$ cat config.mk
export PLATFORM = sky130hd
export DESIGN_NAME = instr_loader
export DESIGN_NICKNAME = d
export VERILOG_FILES = /design/src/rtl/instr_loader_pkg.sv /design/src/rtl/instr_loader_timeout.sv /design/src/rtl/instr_loader.sv
export SDC_FILE = /design/constraint.sdc
export NUM_CORES = 1
export LEC_CHECK = 0
export CAP_MARGIN = 5
export CORE_ASPECT_RATIO = 0.8
export CORE_MARGIN = 2
export CORE_UTILIZATION = 36
export CTS_CLUSTER_SIZE = 10
export DETAILED_ROUTE_END_ITERATION = 16
export GPL_TIMING_DRIVEN = 0
export SLEW_MARGIN = 30
export SYNTH_ARGS = -nofsm -noshare
export SYNTH_HDL_FRONTEND = slang
export SYNTH_SLANG_ARGS = --single-unit
$ cat constraint.sdc
create_clock -name clock -period 3 [get_ports clock]
set_input_delay 0.45 -clock clock [delete_from_list [all_inputs] [get_ports clock]]
set_output_delay 0.45 -clock clock [all_outputs]
set_load 0.02 [all_outputs]
$ cat src/rtl/instr_loader_pkg.sv
// Shared definitions for the byte-stream program loader: FSM state encoding,
// default frame start marker and the remaining-count width (LEN=0 means 256).
package instr_loader_pkg;

   typedef enum logic [1:0] {
      ST_IDLE = 2'd0,
      ST_LEN  = 2'd1,
      ST_DATA = 2'd2,
      ST_SUM  = 2'd3
   } ld_state_t;

   localparam logic [7:0] START_BYTE_DEF = 8'hA5;
   localparam int         COUNT_W        = 9;

   // Map the LEN byte to a remaining-byte count; 0 encodes a full 256-byte image.
   function automatic logic [COUNT_W-1:0] len_to_count(input logic [7:0] len);
      logic [COUNT_W-1:0] cnt;
      if (len == 8'd0) begin
         cnt = 9'h100;
      end else begin
         cnt = {1'b0, len};
      end
      return cnt;
   endfunction

endpackage

$ cat src/rtl/instr_loader_timeout.sv
// loader_timeout: parameterised inter-byte watchdog. Counts while enabled,
// restarts on clear, and pulses expire in the cycle the count sits at
// TIMEOUT_CYCLES-1 (a clear in that same cycle suppresses the pulse).
module loader_timeout #(
   parameter int TIMEOUT_CYCLES = 1000000
) (
   input  logic clock,
   input  logic reset,
   input  logic clear,
   input  logic enable,
   output logic expire
);

   localparam int            CW   = (TIMEOUT_CYCLES > 2) ? $clog2(TIMEOUT_CYCLES) : 1;
   localparam logic [CW-1:0] LAST = CW'(TIMEOUT_CYCLES - 1);

   logic [CW-1:0] count_r;
   logic          hit_s;

   assign hit_s  = enable && !clear && (count_r == LAST);
   assign expire = hit_s;

   // Cycle counter: restart on clear or after firing, otherwise advance while enabled.
   always_ff @(posedge clock or posedge reset) begin
      if (reset) begin
         count_r <= '0;
      end else if (clear || hit_s) begin
         count_r <= '0;
      end else if (enable) begin
         count_r <= count_r + {{(CW-1){1'b0}}, 1'b1};
      end else begin
         count_r <= count_r;
      end
   end

endmodule

$ cat src/rtl/instr_loader.sv
// instr_loader: frames START/LEN/data/SUM byte streams from the UART into
// sequential instruction-memory writes, checks the modulo-256 sum, and keeps
// the CPU held in reset until an image has loaded cleanly.
module instr_loader
   import instr_loader_pkg::*;
#(
   parameter logic [7:0] START_BYTE     = START_BYTE_DEF,
   parameter int         TIMEOUT_CYCLES = 1000000
) (
   input  logic       clock,
   input  logic       reset,
   input  logic [7:0] rx_data,
   input  logic       rx_valid,
   output logic       mem_we,
   output logic [7:0] mem_addr,
   output logic [7:0] mem_wdata,
   output logic       cpu_hold,
   output logic       load_done,
   output logic       load_err
);

   ld_state_t          state_r,     next_state_s;
   logic [7:0]         ptr_r,       ptr_s;
   logic [COUNT_W-1:0] cnt_r,       cnt_s;
   logic [7:0]         acc_r,       acc_s;
   logic               mem_we_r,    mem_we_s;
   logic [7:0]         mem_addr_r,  mem_addr_s;
   logic [7:0]         mem_wdata_r, mem_wdata_s;
   logic               cpu_hold_r,  cpu_hold_s;
   logic               load_done_r, load_done_s;
   logic               load_err_r,  load_err_s;

   logic               to_clear_s;
   logic               to_enable_s;
   logic               to_expire_s;

   // The watchdog restarts on every byte and is held clear while idle.
   assign to_clear_s  = rx_valid || (state_r == ST_IDLE);
   assign to_enable_s = (state_r != ST_IDLE);

   loader_timeout #(
      .TIMEOUT_CYCLES (TIMEOUT_CYCLES)
   ) u_timeout (
      .clock  (clock),
      .reset  (reset),
      .clear  (to_clear_s),
      .enable (to_enable_s),
      .expire (to_expire_s)
   );

   // State register and all registered outputs; async reset returns to IDLE at once.
   always_ff @(posedge clock or posedge reset) begin
      if (reset) begin
         state_r     <= ST_IDLE;
         ptr_r       <= 8'd0;
         cnt_r       <= '0;
         acc_r       <= 8'd0;
         mem_we_r    <= 1'b0;
         mem_addr_r  <= 8'd0;
         mem_wdata_r <= 8'd0;
         cpu_hold_r  <= 1'b0;
         load_done_r <= 1'b0;
         load_err_r  <= 1'b0;
      end else begin
         state_r     <= next_state_s;
         ptr_r       <= ptr_s;
         cnt_r       <= cnt_s;
         acc_r       <= acc_s;
         mem_we_r    <= mem_we_s;
         mem_addr_r  <= mem_addr_s;
         mem_wdata_r <= mem_wdata_s;
         cpu_hold_r  <= cpu_hold_s;
         load_done_r <= load_done_s;
         load_err_r  <= load_err_s;
      end
   end

   // Next-state and next-output logic; a received byte takes priority over a timeout.
   always_comb begin
      next_state_s = state_r;
      ptr_s        = ptr_r;
      cnt_s        = cnt_r;
      acc_s        = acc_r;
      mem_we_s     = 1'b0;
      mem_addr_s   = mem_addr_r;
      mem_wdata_s  = mem_wdata_r;
      cpu_hold_s   = cpu_hold_r;
      load_done_s  = load_done_r;
      load_err_s   = load_err_r;

      case (state_r)
         ST_IDLE: begin
            if (rx_valid && (rx_data == START_BYTE)) begin
               next_state_s = ST_LEN;
               cpu_hold_s   = 1'b1;
               load_done_s  = 1'b0;
               load_err_s   = 1'b0;
               ptr_s        = 8'd0;
               acc_s        = 8'd0;
            end else begin
               next_state_s = ST_IDLE;
            end
         end

         ST_LEN: begin
            if (rx_valid) begin
               cnt_s        = len_to_count(rx_data);
               next_state_s = ST_DATA;
            end else if (to_expire_s) begin
               next_state_s = ST_IDLE;
               load_err_s   = 1'b1;
            end else begin
               next_state_s = ST_LEN;
            end
         end

         ST_DATA: begin
            if (rx_valid) begin
               mem_we_s    = 1'b1;
               mem_addr_s  = ptr_r;
               mem_wdata_s = rx_data;
               acc_s       = acc_r + rx_data;
               ptr_s       = ptr_r + 8'd1;
               cnt_s       = cnt_r - 9'd1;
               if (cnt_r == 9'd1) begin
                  next_state_s = ST_SUM;
               end else begin
                  next_state_s = ST_DATA;
               end
            end else if (to_expire_s) begin
               next_state_s = ST_IDLE;
               load_err_s   = 1'b1;
            end else begin
               next_state_s = ST_DATA;
            end
         end

         ST_SUM: begin
            if (rx_valid) begin
               next_state_s = ST_IDLE;
               if (rx_data == acc_r) begin
                  load_done_s = 1'b1;
                  cpu_hold_s  = 1'b0;
               end else begin
                  load_err_s  = 1'b1;
               end
            end else if (to_expire_s) begin
               next_state_s = ST_IDLE;
               load_err_s   = 1'b1;
            end else begin
               next_state_s = ST_SUM;
            end
         end

         default: begin
            next_state_s = ST_IDLE;
         end
      endcase
   end

   assign mem_we    = mem_we_r;
   assign mem_addr  = mem_addr_r;
   assign mem_wdata = mem_wdata_r;
   assign cpu_hold  = cpu_hold_r;
   assign load_done = load_done_r;
   assign load_err  = load_err_r;

endmodule

==> results of run 1 <==
[layout by cell type (no fill, tap or decap), types with 5 or more instances in the layout]
cell,netlist,routed
sky130_fd_sc_hd__xnor2_1,21,21
sky130_fd_sc_hd__clkdlybuf4s50_1,0,30
sky130_fd_sc_hd__dfrtp_1,67,67
sky130_fd_sc_hd__clkbuf_16,0,9
sky130_fd_sc_hd__a21oi_1,14,14
sky130_fd_sc_hd__nand3_1,16,16
sky130_fd_sc_hd__nand2_1,77,77
sky130_fd_sc_hd__xor2_1,6,6
sky130_fd_sc_hd__nor3_1,9,9
sky130_fd_sc_hd__nor4_1,6,5
sky130_fd_sc_hd__inv_1,20,19
sky130_fd_sc_hd__nor2_1,44,44
sky130_fd_sc_hd__clkbuf_1,10,10
sky130_fd_sc_hd__a22o_1,5,5
sky130_fd_sc_hd__nand4_1,6,6
sky130_fd_sc_hd__ha_1,15,15
sky130_fd_sc_hd__o21ai_0,17,17
[Yosys cell counts (all sizes together) (4+ instances only)]
cell    instances  area share [%]
and2            5            0.88
dfrtp          67              47
nor4            6             1.1
nor3           10             1.5
nor2           44             4.6
nor2b           4            0.70
xor2            6             1.5
nand4           6             1.1
nand3          16             2.3
nand2b          4            0.70
xnor2          21             5.2
inv            20             2.1
a22o            5             1.2
a21oi          14             2.0
nand2          77             8.1
ha             15             5.3
clkbuf         10             1.1
o21ai          17             2.4
and4            4            0.98
[power breakdown]
group	internal (mW)	total (mW)	switching, mW
sequential	0.976	1.05	0.0744
clock	0.920	1.33	0.409
combinational	0.161	0.403	0.243
total	2.06	2.78	0.726
[through the flow]
step           power (mW)  instances  worst slack (ps)
2_1_floorplan        1.32        395               867
3_3_place_gp         1.45        544              -419
3_5_place_dp         1.46        545              4.07
4_1_cts              2.81        561               322
5_1_grt              2.92        561               143
6_report             2.78        561               316
[layout make-up]
| cell class | instances | area (um2) | share of cell area, % |
|---|---|---|---|
| multi-input combinational | 296 | 1770 | 40.1 |
| clock inverter | 6 | 136 | 3.09 |
| clock buffer | 10 | 239 | 5.42 |
| inverter | 21 | 81.3 | 1.84 |
| sequential | 67 | 1680 | 38.0 |
| timing repair buffer | 31 | 320 | 7.26 |
| buffer | 11 | 41.3 | 0.936 |
| tap | 119 | 149 | 3.37 |
[metal layers]
metal	global-route usage (%)	wire length [um]	vias to the layer above
met5	0	0	-
met4	4.12	64	0
met3	5.37	280	6
met2	25.8	3780	38
met1	24.1	4300	1447
li1	-	-	1442
[cells by family after synthesis]
logic type,Yosys count
muxes,2
adders and majority gates,16
buffers and inverters,32
AOI/OAI and AO/OA,62
and+or+nand+nor,189
xor gates and xnor gates,27
DFF,67
[sequential cells by signal, indices dropped and copies added, names as in the netlist]
register           flops
cpu_hold               1
cnt_r                  9
mem_wdata              8
u_timeout.count_r     20
load_done              1
acc_r                  8
mem_addr               8
ptr_r                  8
state_r                2
load_err               1
mem_we                 1
[worst paths after layout]
path | slack [ps] | end | start
worst max-delay path | 320 | ptr_r[1]$_DFFE_PP0P_ | rx_data[1]
worst min-delay path | 460 | mem_wdata[7]$_DFFE_PP0P_ | reset
worst max register to register | 590 | u_timeout.count_r[2]$_DFFE_PP0P_ | state_r[1]$_DFF_PP0_
worst min register to register | 470 | mem_wdata[2]$_DFFE_PP0P_ | mem_wdata[2]$_DFFE_PP0P_
max in group asynchronous | 1990 | cnt_r[1]$_DFFE_PP0P_ | reset
min in group clock | 470 | mem_wdata[2]$_DFFE_PP0P_ | mem_wdata[2]$_DFFE_PP0P_
==> implementation parameters, run 1 <==
Parameter                              Value

Outcome
  Result of the run    completed

Synthesis
  Complex-gate fraction of the synthesized area    11.5%
  Number of flops mapped to enable cells by yosys    0
  FFs w/ async S/R, synth    100%
  Area share of xor/xnor cells in the synthesized design    6.65%
  Synth Warn #    0
  Cell variety after synth    50
  Number of flip-flops and latches in the synthesized netlist    67
  Synthesized area divided by synthesized cell count    9.01 um2
  Proportion of synthesized chip area in sequential cells    47.1%
  Netlist Area Pre-Place    3560 um2
  Dominant combinational cell family by area after synthesis    simple AND/OR/NAND/NOR gates
  Adder-cell share of the synthesized area    5.84%
  Post-synthesis instance total    395
  Post-synthesis mux area share    0.633%
  Number of nets in the synthesized netlist    422
  Main synth FF type    sky130_fd_sc_hd__dfrtp_1
  Fraction of the mapped netlist area in simple logic gates    24.9%

Setup path
  Cell family with the largest share of critical-path delay    buffers and inverters
  Slowest-stage cell, CP    sky130_fd_sc_hd__or4_4
  Arrival @ worst endpoint    2900 ps
  Worst reg2reg path depth    9
  Critical Path Start Type    primary input
  Number of buffer and inverter stages on the critical path    2
  Series of cell instances along the critical path    clkdlybuf4s50_1 -> or4_4 -> o31ai_2 -> nand2_1 -> clkbuf_1 -> a22o_1
  Worst Path Required    3220 ps
  Instance count on the critical path    6
  Slowest cell delay on critical path    640 ps
  Worst setup path category    in -> reg
  Crit path capture type    flop
  Crit path max fanout    10

Route
  Detailed-routing iteration count for the pre-antenna-repair pass    4
  Detailed Route Iter0 Violations    179
  Total via count in the routed design    2933
  WL per Instance    15.0 um
  Remaining DRCs    0
  Detail-routed via count per cell    5.23
  WL final    8.42 mm
  Final antenna-violating net count    0

Global routing
  Number of antenna violations at the first check in global routing    0
  Pin count of the biggest net entering global routing    40
  Remaining Overflow, GRT    0
  Global-route wire length before repair    14.2 mm
  Vias in the first global route    2841
  Overall global routing resource usage    17.2%

Placed design
  DP Area    4030 um2
  Weighted congestion at the end of routability-driven global placement    0.820
  Quantity of I/O buffers inserted on ports    30
  Hpwl dp    5.81 mm

Hold path
  Type of the most critical hold path    in -> async

Timing
  Final setup fails    0
  Measured slew at the worst slew-check pin    645 ps
  Setup repair after global routing missed its margin    false
  Worst Hold Margin    459 ps
  Worst slew margin    56.6%
  Maximum clock skew at final layout    7.48 ps
  Hold Fails Final Rpt    0
  Min Tclk post-route    2680 ps
  Part of the cycle the worst path needs    89.5%
  Sum of negative setup slack    0 ps
  Number of slew-limit violations in the final report    0
  Maximum clock frequency    373 MHz

Floorplan
  Std-Cell Core Area    9610 um2
  Row count    32
  Die X    115 um
  Die footprint    10700 um2
  Vert. Die Dim    92.9 um
  Number of ports placed on the die boundary    31
  Starting density of the core    37.0%

Layout
  Diode insertion count for antenna repair    0
  Layout overhead on the synthesized area    24.0%
  Core Util, Final    45.9%
  Number of nets at the end of the flow    464
  Cell area after layout    4410 um2
  Fill cells    942
  Share of post-route cells with drive strength above 1    5.88%

CTS
  Resized Gates After CTS    0
  Buffer levels on the longest clock path    2
  Clock latency of the later-clocked register in the worst-skew pair    340 ps
  Clock root cell    sky130_fd_sc_hd__clkbuf_16
  Clock transition at the register clock pins on the worst setup and hold paths after CTS    60 ps
  H-tree depth    3
  Post-CTS Hold Fix Bufs    0
  Post-CTS setup repair buffer count    0
  Number of buffers added by the clock tree synthesis step    9
  CTS Sinks    67
  CTS tree    done

Power
  Leakage power    1.91 nW
  Ratio of total power to cell area    631 nW/um2
  Worst ir drop on vdd    311 uV

Run
  Max capacitance violation total    0
Power figures use the tool's default switching activity.
==> inputs of run 2 (changes only) <==
--- a/config.mk
+++ b/config.mk
@@ -12,6 +12,7 @@
 export CTS_CLUSTER_SIZE = 10
 export DETAILED_ROUTE_END_ITERATION = 16
 export GPL_TIMING_DRIVEN = 0
+export REMOVE_ABC_BUFFERS = 1
 export SLEW_MARGIN = 30
 export SYNTH_ARGS = -nofsm -noshare
 export SYNTH_HDL_FRONTEND = slang
==> implementation parameters, run 2 (synthesized netlist as in run 1, its figures left out) <==
Parameter                              Value

Timing
  Setup repair after global routing missed its margin    false
  Final setup fails    0
  Hold Fails Final Rpt    0
  Min Tclk post-route    2650 ps
  Measured slew at the worst slew-check pin    851 ps
  Worst Slack Setup Final    352 ps
  Maximum clock skew at final layout    8.15 ps
  Part of the cycle the worst path needs    88.3%
  Worst slew margin    42.9%
  Number of slew-limit violations in the final report    0
  Maximum clock frequency    378 MHz

Hold path
  Type of the most critical hold path    in -> async

Placed design
  Quantity of I/O buffers inserted on ports    30
  Hpwl dp    5.54 mm
  Weighted congestion at the end of routability-driven global placement    0.824
  Post-place setup slack    -273 ps

Route
  Total via count in the routed design    2856
  WL final    7.85 mm
  Final antenna-violating net count    0
  Detailed-routing iteration count for the pre-antenna-repair pass    4
  Detail-routed via count per cell    5.19
  Remaining DRCs    0
  Detailed Route Iter0 Violations    140
  WL per Instance    14.3 um

Layout
  Max reg flops    20
  Largest registers in the final layout    u_timeout.count_r x20, cnt_r x9
  Commonest non-fill, non-tap cell in the layout    sky130_fd_sc_hd__nand2_1
  Number of nets at the end of the flow    453
  Layout overhead on the synthesized area    22.5%
  Multi-input gate area    1780 um2
  Share of post-route cells with drive strength above 1    6.26%
  Leading cell types in the layout, fill and taps excluded    sky130_fd_sc_hd__nand2_1 (75), sky130_fd_sc_hd__dfrtp_1 (67), sky130_fd_sc_hd__nor2_1 (44), sky130_fd_sc_hd__clkdlybuf4s50_1 (30), sky130_fd_sc_hd__xnor2_1 (21)
  Area taken by flip-flops and latches    1680 um2
  Largest register by flop count    u_timeout.count_r
  Diode insertion count for antenna repair    0
  Fill cells    929

Setup path
  Worst setup path category    in -> reg
  Worst R2R Start    state_r[0]$_DFF_PP0_
  Arrival @ worst endpoint    2850 ps
  Setup slack of the worst register-to-register path    400 ps
  Critical R2R Capture    ptr_r[7]$_DFFE_PP0P_
  Worst Path Required    3200 ps
  Worst reg2reg path depth    7
  Origin of the worst setup path    rx_valid
  Critical Path Start Type    primary input
  Crit path capture type    flop
  Crit path max fanout    14

CTS
  Buffer levels on the longest clock path    2
  Clock latency of the later-clocked register in the worst-skew pair    330 ps
  CTS tree    done
  CTS Sinks    67
  Post-CTS setup repair buffer count    0
  Number of buffers added by the clock tree synthesis step    9
  Clock transition at the register clock pins on the worst setup and hold paths after CTS    60 ps
  H-tree depth    3
  Resized Gates After CTS    0
  Post-CTS Hold Fix Bufs    0
  Clock root cell    sky130_fd_sc_hd__clkbuf_16

Floorplan
  Die footprint    10700 um2
  Number of ports placed on the die boundary    31
  Row count    32
  Starting density of the core    37.0%
  Std-Cell Core Area    9610 um2
  Vert. Die Dim    92.9 um
  Die X    115 um

Global routing
  Number of antenna violations at the first check in global routing    0
  Met1 usage in global routing    23.6%
  Fraction of met3 tracks used by global routing    4.45%
  Most used routing layer in global routing    met2
  Global-route wire length before repair    13.6 mm
  Met2 track demand over resource in global routing    24.0%
  Vias in the first global route    2747
  Overall global routing resource usage    16.3%
  Pin count of the biggest net entering global routing    45
  Remaining Overflow, GRT    0

Power
  Worst ir drop on vdd    291 uV
  Total power    2.67 mW
  Ratio of total power to cell area    612 nW/um2
  Leakage power    1.89 nW

Outcome
  Result of the run    completed

Run
  Max capacitance violation total    0
==> run 2: changes by cell type in the layout (fill, tap and decap cells not counted), sizes merged <==
cell / previous run / this run
clkbuf: 20 / 10
clkinvlp: 1 / 0
inv: 20 / 21
clkinv: 2 / 3
bufinv: 4 / 3
buf: 2 / 1
==> run 2: worst max path at each step <==
stage	to	slack, ps	depth (start not counted)
floorplan	cnt_r[8]$_DFFE_PP0P_	680	6
global placement	mem_we$_DFF_PP0_	-430	2
detailed placement	cnt_r[6]$_DFFE_PP0P_	-270	5
CTS	ptr_r[7]$_DFFE_PP0P_	20	7
global route	acc_r[7]$_DFFE_PP0P_	120	6
finish	ptr_r[7]$_DFFE_PP0P_	350	6
==> run 2: layout make-up <==
class | count | share of cell area [%]
clock inverter | 6 | 2.58
multi-input combinational | 296 | 40.9
tap | 119 | 3.42
sequential | 67 | 38.5
inverter | 21 | 1.87
clock buffer | 10 | 5.25
timing repair buffer | 31 | 7.52
==> run 2: worst max-delay path, stage by stage <==
cell	delay (ps)
sky130_fd_sc_hd__clkdlybuf4s50_1	850
sky130_fd_sc_hd__nand4_1	380
sky130_fd_sc_hd__o31ai_4	420
sky130_fd_sc_hd__nand2_2	260
sky130_fd_sc_hd__o311ai_0	410
sky130_fd_sc_hd__nand2_1	80
==> run 2: metal layers <==
layer / vias to the layer above / wire, um / part of all wire, %
li1: 1425 / - / -
met5: - / 0 / 0
met1: 1389 / 4070 / 52
met4: 0 / 92 / 1.2
met3: 6 / 288 / 3.7
met2: 36 / 3400 / 43
==> run 2: through the flow <==
| step | TNS, ps | cells | hold slack (ps) | cell area, um2 | utilization (%) |
|---|---|---|---|---|---|
| floorplan | 0 | 384 | 446 | 3520 | - |
| global placement | -30700 | 533 | 459 | 3970 | 41.3 |
| detailed placement | -2570 | 534 | 462 | 4000 | 41.7 |
| CTS | 0 | 550 | 449 | 4340 | 45.2 |
| global route | 0 | 550 | 469 | 4360 | 45.4 |
| finish | 0 | 550 | 439 | 4360 | 45.4 |
==> run 2: where the power goes <==
group | switching, mW | internal, mW
clock network | 0.403 | 0.815
registers | 0.0755 | 0.976
logic | 0.236 | 0.160
